===== config.mk =====
export PLATFORM = sky130hd
export DESIGN_NAME = pc_gen_flat
export DESIGN_NICKNAME = d
export VERILOG_FILES = /design/src/rtl/pc_gen_if.sv /design/src/rtl/pc_gen.sv /design/src/flat_wrapper.sv
export SDC_FILE = /design/constraint.sdc
export NUM_CORES = 1
export LEC_CHECK = 0
export BUFFER_PORTS_ARGS = -buffer_cell sky130_fd_sc_hd__buf_2
export CORE_MARGIN = 2
export CORE_UTILIZATION = 45
export DETAILED_ROUTE_END_ITERATION = 10
export PLACE_DENSITY = 0.83
export SLEW_MARGIN = 20
export SYNTH_ARGS = -nofsm -noshare
export SYNTH_HDL_FRONTEND = slang
export SYNTH_SLANG_ARGS = --single-unit

===== constraint.sdc =====
create_clock -name clk -period 4.4 [get_ports clk]
set_input_delay 0.88 -clock clk [delete_from_list [all_inputs] [get_ports clk]]
set_output_delay 0.88 -clock clk [all_outputs]
set_load 0.02 [all_outputs]

===== src/rtl/pc_gen_if.sv =====
// Control-flow bus between the decode stage and the PC generator.
interface pc_gen_if;
  logic        stall;
  logic [2:0]  br_type;
  logic [31:0] rs_val;
  logic [31:0] rt_val;
  logic [25:0] imm26;
  logic        jal;
  logic        jr;
  logic [31:0] pc;
  logic [31:0] link_addr;
  logic        taken;
  logic        pend_valid;
  logic        ctrl_err;

  modport master (
    output stall, br_type, rs_val, rt_val, imm26, jal, jr,
    input  pc, link_addr, taken, pend_valid, ctrl_err
  );

  modport slave (
    input  stall, br_type, rs_val, rt_val, imm26, jal, jr,
    output pc, link_addr, taken, pend_valid, ctrl_err
  );
endinterface


===== src/rtl/pc_gen.sv =====
// Program counter generator: branch/jump/jr redirect with optional one-slot
// architectural delay, where the pending target is held in a PEND state.
module pc_gen #(
  parameter logic [31:0] RESET_PC   = 32'h0000_3000,
  parameter int          DELAY_SLOT = 0
) (
  input logic      clk,
  input logic      reset,
  pc_gen_if.slave  bus
);

  typedef enum logic {IDLE, PEND} state_t;

  state_t             state_q, state_d;
  logic [31:0]        pc_q, pc_d;
  logic [31:0]        tgt_q, tgt_d;
  logic signed [31:0] rs_s;
  logic [31:0]        pc_plus4;
  logic [31:0]        br_off;
  logic [31:0]        br_target;
  logic [31:0]        j_target;
  logic [31:0]        sel_target;
  logic               cond;
  logic               req;
  logic               taken;
  logic               ctrl_err;

  assign rs_s = bus.rs_val;

  always_comb begin
    cond = 1'b0;
    case (bus.br_type)
      3'd1:    cond = (bus.rs_val == bus.rt_val);
      3'd2:    cond = (bus.rs_val != bus.rt_val);
      3'd3:    cond = (rs_s <= 32'sd0);
      3'd4:    cond = (rs_s >  32'sd0);
      3'd5:    cond = (rs_s <  32'sd0);
      3'd6:    cond = (rs_s >= 32'sd0);
      default: cond = 1'b0;
    endcase
  end

  assign pc_plus4   = pc_q + 32'd4;
  assign br_off     = {{14{bus.imm26[15]}}, bus.imm26[15:0], 2'b00};
  assign br_target  = pc_plus4 + br_off;
  assign j_target   = {pc_plus4[31:28], bus.imm26, 2'b00};
  assign req        = bus.jr | bus.jal | cond;
  // jr outranks jal, which outranks a taken branch
  assign sel_target = bus.jr ? bus.rs_val : (bus.jal ? j_target : br_target);

  always_comb begin
    state_d  = state_q;
    pc_d     = pc_q;
    tgt_d    = tgt_q;
    taken    = 1'b0;
    ctrl_err = 1'b0;
    if (!reset && !bus.stall) begin
      if (state_q == PEND) begin
        // delay slot is executing: retire the held target, refuse new control
        pc_d     = tgt_q;
        state_d  = IDLE;
        ctrl_err = req;
      end else begin
        taken = req;
        if (req && (DELAY_SLOT != 0)) begin
          pc_d    = pc_plus4;
          tgt_d   = sel_target;
          state_d = PEND;
        end else if (req) begin
          pc_d = sel_target;
        end else begin
          pc_d = pc_plus4;
        end
      end
    end
  end

  always_ff @(posedge clk or posedge reset) begin
    if (reset) begin
      state_q <= IDLE;
      pc_q    <= RESET_PC;
      tgt_q   <= 32'd0;
    end else begin
      state_q <= state_d;
      pc_q    <= pc_d;
      tgt_q   <= tgt_d;
    end
  end

  assign bus.pc         = pc_q;
  assign bus.link_addr  = pc_q + ((DELAY_SLOT != 0) ? 32'd8 : 32'd4);
  assign bus.taken      = taken;
  assign bus.ctrl_err   = ctrl_err;
  assign bus.pend_valid = (DELAY_SLOT != 0) && (state_q == PEND);

endmodule


===== src/flat_wrapper.sv =====
// flat-port wrapper written by rule: the top's interface ports become plain ports
module pc_gen_flat 
#(
  parameter logic [31:0] RESET_PC   = 32'h0000_3000,
  parameter int          DELAY_SLOT = 0
)
  (clk, reset, bus_stall, bus_br_type, bus_rs_val, bus_rt_val, bus_imm26, bus_jal, bus_jr, bus_pc, bus_link_addr, bus_taken, bus_pend_valid, bus_ctrl_err);
  pc_gen_if bus_i ();
  input logic clk;
  input logic reset;
  input wire logic [$bits(bus_i.stall)-1:0] bus_stall;
  input wire logic [$bits(bus_i.br_type)-1:0] bus_br_type;
  input wire logic [$bits(bus_i.rs_val)-1:0] bus_rs_val;
  input wire logic [$bits(bus_i.rt_val)-1:0] bus_rt_val;
  input wire logic [$bits(bus_i.imm26)-1:0] bus_imm26;
  input wire logic [$bits(bus_i.jal)-1:0] bus_jal;
  input wire logic [$bits(bus_i.jr)-1:0] bus_jr;
  output wire logic [$bits(bus_i.pc)-1:0] bus_pc;
  output wire logic [$bits(bus_i.link_addr)-1:0] bus_link_addr;
  output wire logic [$bits(bus_i.taken)-1:0] bus_taken;
  output wire logic [$bits(bus_i.pend_valid)-1:0] bus_pend_valid;
  output wire logic [$bits(bus_i.ctrl_err)-1:0] bus_ctrl_err;
  assign bus_i.stall = bus_stall;
  assign bus_i.br_type = bus_br_type;
  assign bus_i.rs_val = bus_rs_val;
  assign bus_i.rt_val = bus_rt_val;
  assign bus_i.imm26 = bus_imm26;
  assign bus_i.jal = bus_jal;
  assign bus_i.jr = bus_jr;
  assign bus_pc = bus_i.pc;
  assign bus_link_addr = bus_i.link_addr;
  assign bus_taken = bus_i.taken;
  assign bus_pend_valid = bus_i.pend_valid;
  assign bus_ctrl_err = bus_i.ctrl_err;
  pc_gen #(.RESET_PC(RESET_PC), .DELAY_SLOT(DELAY_SLOT)) u_core (.clk(clk), .reset(reset), .bus(bus_i));
endmodule

# == After elaboration in Yosys (flattened, before gate mapping) ==
# Cells that the tools add are included.
# classes
add_sub_neg,2
n_lt_le_gt_ge,4
eq_ne,8
mux,5
bitwise_logic,2
reduce_logical,3
# ops
operator,count
$mux W32,3
$add A32 B3 Y32 const B,1
$add A32 B32 Y32,1
$eq A32 B32 Y1,1
$ge A32 B1 Y1 const B,1
$gt A32 B1 Y1 const B,1
$le A32 B1 Y1 const B,1
$lt A32 B1 Y1 const B,1
$ne A32 B32 Y1,1
$eq A3 B3 Y1 const B,3
$eq A3 B2 Y1 const B,2
$pmux W1 S6,1
$eq A3 B1 Y1 const B,1
$logic_not A1 Y1,2
$or A1 B1 Y1,2
$logic_and A1 B1 Y1,1
$mux W1,1
# word_totals
ff_bits,32
input_bits,98
output_inout_bits,67
word_cells,25

# == Logic depth before layout (Yosys ltp) ==
# logic_depth
ltp_word,5
mapped_depth,18
ltp_nobuf,18

# == Least setup slack after synthesis ==
# OpenSTA, ideal clock, no wires.
# synth_timing
path_type,flip-flop to flip-flop
from,register u_core.pc_q[3] (netlist: u_core.bus.pc[3])
to,register u_core.pc_q[31] (netlist: u_core.bus.pc[31])
setup_time_ps,77
arrival_ps,4149
required_time_ps,4323
slack_ps,174
stages_incl_launch_ff,19
path_buffers,0
synth_period_minus_slack_ps,4226
path_cell_list,dfrtp_1 > ha_1 > and4_1 > nand4_1 > or2_2 > nor2_1 > and3_1 > nand2_1 > xnor2_1 > ha_1 > and3_1 > a221oi_1 > o21ai_0 > a21o_1 > a21oi_1 > o21ba_2 > xnor2_1 > o211a_1 > a21oi_1
# synth_between
elab_chain_len,5
# synth_rtl
element,line,rtl
"start, declared",pc_gen.sv:15,"logic [31:0] pc_q, pc_d;"
"start signal, assigned",pc_gen.sv:85,pc_q <= pc_d;
$add A32 B3 Y32,--,
via bus_link_addr[24],flat_wrapper.sv:19,output wire logic [$bits(bus_i.link_addr)-1:0] bus_link_addr;
$add A32 B32 Y32,pc_gen.sv:45,assign br_target = pc_plus4 + br_off;
$mux W32 (2 in a row),pc_gen.sv:49,assign sel_target = bus.jr ? bus.rs_val : (bus.jal ? j_target : br_target);
$mux W32,pc_gen.sv:69,end else if (req) begin
# The timed path passes the listed nets, and every way through them passes these cells.
# A chain may end at the register's enable or synchronous reset.

# == Worst setup path after layout ==
# layout_timing
from,register u_core.pc_q[2] (netlist: u_core.bus.pc[2])
to,register u_core.pc_q[31] (netlist: u_core.bus.pc[31])
# layout_between
elab_chain_len,5
# layout_rtl
element,line,rtl
$add A32 B3 Y32 (*),pc_gen.sv:43,assign pc_plus4 = pc_q + 32'd4;
$add A32 B32 Y32,pc_gen.sv:45,
$mux W32 (2 in a row),pc_gen.sv:49,
$mux W32 (*),pc_gen.sv:69,
# Every way passes the cells marked *; elsewhere a longest branch is shown, timed or not.

==> flow_summary.toml <==
[global_route]
track_usage_pct = 30.9
first_global_vias = 5439
antenna_found_initial = 0
globalRoute.totalOverflow = 0
global_route_wire_length_before_repair_microns = 28500
grt_start_max_net_pins = 64

[synth]
number_of_enable_flip_flop_cells_after_synthesis = 0
synth_top_family_by_area = "compound AO/OA/AOI/OAI gates"
async_flop_share_pct = 100
post_synth_and_or_nand_nor_area_fraction_pct = 23.2
dominantRegCellSynth = "sky130_fd_sc_hd__dfrtp_1"
post_synth_instance_area_sq_um = 4930
postSynthAreaPerCell_sq_um = 7.37
synth.ff_latch_count = 32
synthesis.yosys.warnings = 0
synthesized_area_fraction_occupied_by_ao_oa_aoi_and_oai_cells_pct = 29.1
mux_contribution_to_synthesized_area_pct = 2.26
synth_xor_xnor_area_share_pct = 14.4
post_synth_fa_ha_maj_area_fraction_pct = 9.55
synth-seq-area-share_pct = 16.3
postSynthCellCount = 669
yosysUniqueCellTypes = 67

[timing]
max_clock_freq_mhz = 242
hold_viol = 0
fin_tns_setup_ps = 0
timing.max_slew.rel_slack_pct = 52.1
worst_slack_ps = 261
setup_repair_after_global_routing_missed_its_margin = "false"
finalClockSkew_ps = 11.7
post-route-period-util_pct = 94.1
final-setup-viol-count = 0
worst_hold_slack_ps = 534
timing.final.max_slew_violations = 0
timing_worst_slew_pin_value_ps = 718
finalCriticalPeriod_ps = 4140

[place]
port_buffers = 162
hpwlAfterDp_microns = 14100
dp_slack_ps = 70.3
gp_congestion = 0.958
dpl.cell_count = 943

[floorplanning]
floorplan.die_area_sq_um = 11800
floorplan.io_pins = 165
initial_utilization_pct = 45.9
fp.dieH_microns = 109
row_count = 38
core_area_sq_um = 10700
chipWidth_microns = 109

[worst_hold_path]
hold_class = "flop to flop"
timing.hold.worst.start = "u_core.bus.pc[0]$_DFFE_PP0P_"

[clock_network]
clock-root-buffer = "sky130_fd_sc_hd__clkbuf_8"
clock_latency_on_the_worst_skew_pair_ps = 310
max-clock-path-buffers = 2
post-cts-setup-buffer-count = 0
clk_pin_slew_worst_paths_ps = 90
cts_made_buffers = 5
h_tree_depth = 2
cts_tree = "done"
clock_sinks = 32

[final_layout]
largest_register_ffs = 32
fillCellCount = 1084
final_nets = 945
final_cell_count_no_fill = 951
layout-area-overhead-vs-synth_pct = 21.3
drive_gt1_share_pct = 26.1
ant_diodes = 0

[critical_path]
ff2ff_setup_slack_ps = 260
critical_path_cell_list = "ha_4 > and4_2 > nand4_1 > or2_2 > nor2_2 > and3_2 > nand2_1 > xnor2_2 > ha_2 > and3_2 > a221oi_2 > o21ai_1 > a21o_1 > a21oi_1 > o21ba_2 > xnor2_1 > o211a_1 > a21oi_1"
crit_type = "flop to flop"
worstPathRequired_ps = 4640
cp_max_fo = 7
timing.critical_path.from = "u_core.bus.pc[2]$_DFFE_PP0P_"
worst_path_largest_cell_delay_ps = 440
timing.critical_path.slowest_stage_cell = "sky130_fd_sc_hd__dfrtp_1"
rr_startpoint = "u_core.bus.pc[2]$_DFFE_PP0P_"
end_kind = "flop"
critical_path_launch_point_type = "flop"
worstPathArrival_ps = 4380

[detailed_routing]
ant_nets = 0
dr_total_vias = 5784
drt_iter0_drc = 494
remaining_drc_errors = 0
dr.pass1.iters = 5
drt-total-wl_microns = 18100
wl_per_cell_microns = 19.0
routed_via_density = 6.08

[power]
vdd_ir_drop_max_uv = 199
post_route_total_power_uw = 2240
power_leakage_uw = 0.00269
power.density_nw_per_um2 = 375

[run]
max-cap-violations = 0

[status]
run_status = "finished clean"
## cell families after synthesis
kind of cell,Yosys count
muxes,11
AOI/OAI and AO/OA,224
DFF,32
xor gates and xnor gates,80
adders and majority gates,37
and+or+nand+nor,227
buffers and inverters,57
other,1
## per-stage QoR
stage | instance area [sq um] | utilization [%]
2_1_floorplan | 4930 | -
3_3_place_gp | 5810 | 54.0
3_5_place_dp | 5810 | 54.0
4_1_cts | 5930 | 55.2
5_1_grt | 5980 | 55.6
6_report | 5980 | 55.6
## layout by cell type, fill, tap and decap left out, drive strengths merged, types with 5 or more instances in the layout
cell    netlist  routed
mux2i        10      10
inv          17      16
o21ai        39      39
xnor2        61      61
o211ai        8       8
nand4        24      24
buf          13     172
dfrtp        30      30
nor2         60      60
nand2b       12      12
or2           6       6
ha           36      36
a21o         20      20
o21bai        5       5
and4          5       5
clkbuf       26       7
xor2         19      19
o21a          5       5
nand2        58      58
nor4         13      13
a211o         5       5
nand3        17      17
nor3          7       7
a31oi         6       6
a21oi        84      84
a211oi        9       9
and3         11      11
a31o          5       5
## power by group
part           leakage [uW]  switching [uW]  internal (uW)
Combinational       0.00226             868            567
Sequential         0.000368             106            356
Clock             0.0000645             144            200
## synthesized netlist by cell type (6+ instances only)
cell / number / share of area [%]
sky130_fd_sc_hd__clkbuf_1: 26 / 2.0
sky130_fd_sc_hd__o21ai_0: 38 / 3.9
sky130_fd_sc_hd__inv_1: 17 / 1.3
sky130_fd_sc_hd__mux2i_1: 10 / 2.0
sky130_fd_sc_hd__a211oi_1: 9 / 1.4
sky130_fd_sc_hd__nand3_1: 16 / 1.6
sky130_fd_sc_hd__nor2_1: 60 / 4.6
sky130_fd_sc_hd__nand2b_1: 11 / 1.4
sky130_fd_sc_hd__and3_1: 11 / 1.4
sky130_fd_sc_hd__a21oi_1: 84 / 8.5
sky130_fd_sc_hd__xnor2_1: 61 / 11
sky130_fd_sc_hd__xor2_1: 18 / 3.2
sky130_fd_sc_hd__a31oi_1: 6 / 0.76
sky130_fd_sc_hd__nand2_1: 58 / 4.4
sky130_fd_sc_hd__o211ai_1: 8 / 1.2
sky130_fd_sc_hd__nor3_1: 7 / 0.71
sky130_fd_sc_hd__a21o_1: 20 / 3.0
sky130_fd_sc_hd__dfrtp_1: 30 / 15
sky130_fd_sc_hd__nor4_1: 12 / 1.5
sky130_fd_sc_hd__nand4_1: 24 / 3.0
sky130_fd_sc_hd__ha_1: 36 / 9.1
## cell type report
| type | count | area [sq um] | share of cell area (%) |
|---|---|---|---|
| Clock buffer | 7 | 96.3 | 1.61 |
| Timing Repair Buffer | 172 | 886 | 14.8 |
| Clock inverter | 1 | 30.0 | 0.502 |
| Tap cell | 140 | 175 | 2.93 |
| Multi-Input combinational cell | 581 | 3920 | 65.6 |
| Inverter | 18 | 67.6 | 1.13 |
| Sequential cell | 32 | 803 | 13.4 |
## worst max-delay path, delay by kind of cell (launching register included)
family / cells / cell delay [ps]
compound gates: 7 / 1210
simple gates: 7 / 1570
fa+ha+maj: 2 / 540
flops: 1 / 440
xor+xnor: 2 / 320
## worst paths after layout
check                      cells past startpoint                            end
hold / removal                                 1   u_core.bus.pc[0]$_DFFE_PP0P_
setup / recovery                              18  u_core.bus.pc[31]$_DFFE_PP0P_
min in group asynchronous                      3  u_core.bus.pc[23]$_DFFE_PP0P_
setup reg to reg                              18  u_core.bus.pc[31]$_DFFE_PP0P_
hold reg to reg                                1   u_core.bus.pc[0]$_DFFE_PP0P_
max in group asynchronous                      3  u_core.bus.pc[13]$_DFFE_PP1P_
## timing repair
item                                    in CTS  in global routing
resized for setup                            0                 14
hold buffers                                 0                  0
endpoints found under the setup margin       0                  6
## per-layer routing
metal  part of all wire [%]  track usage (%)  wire length [microns]  vias up
li1                       -                -                      -     2729
met1                     40             42.0                   7220     2688
met2                     46             48.8                   8250      312
met3                     11             6.34                   2000       55
met4                    3.5             10.2                    626        0
met5                      0                0                      0        -
Power figures use the tool's default switching activity.
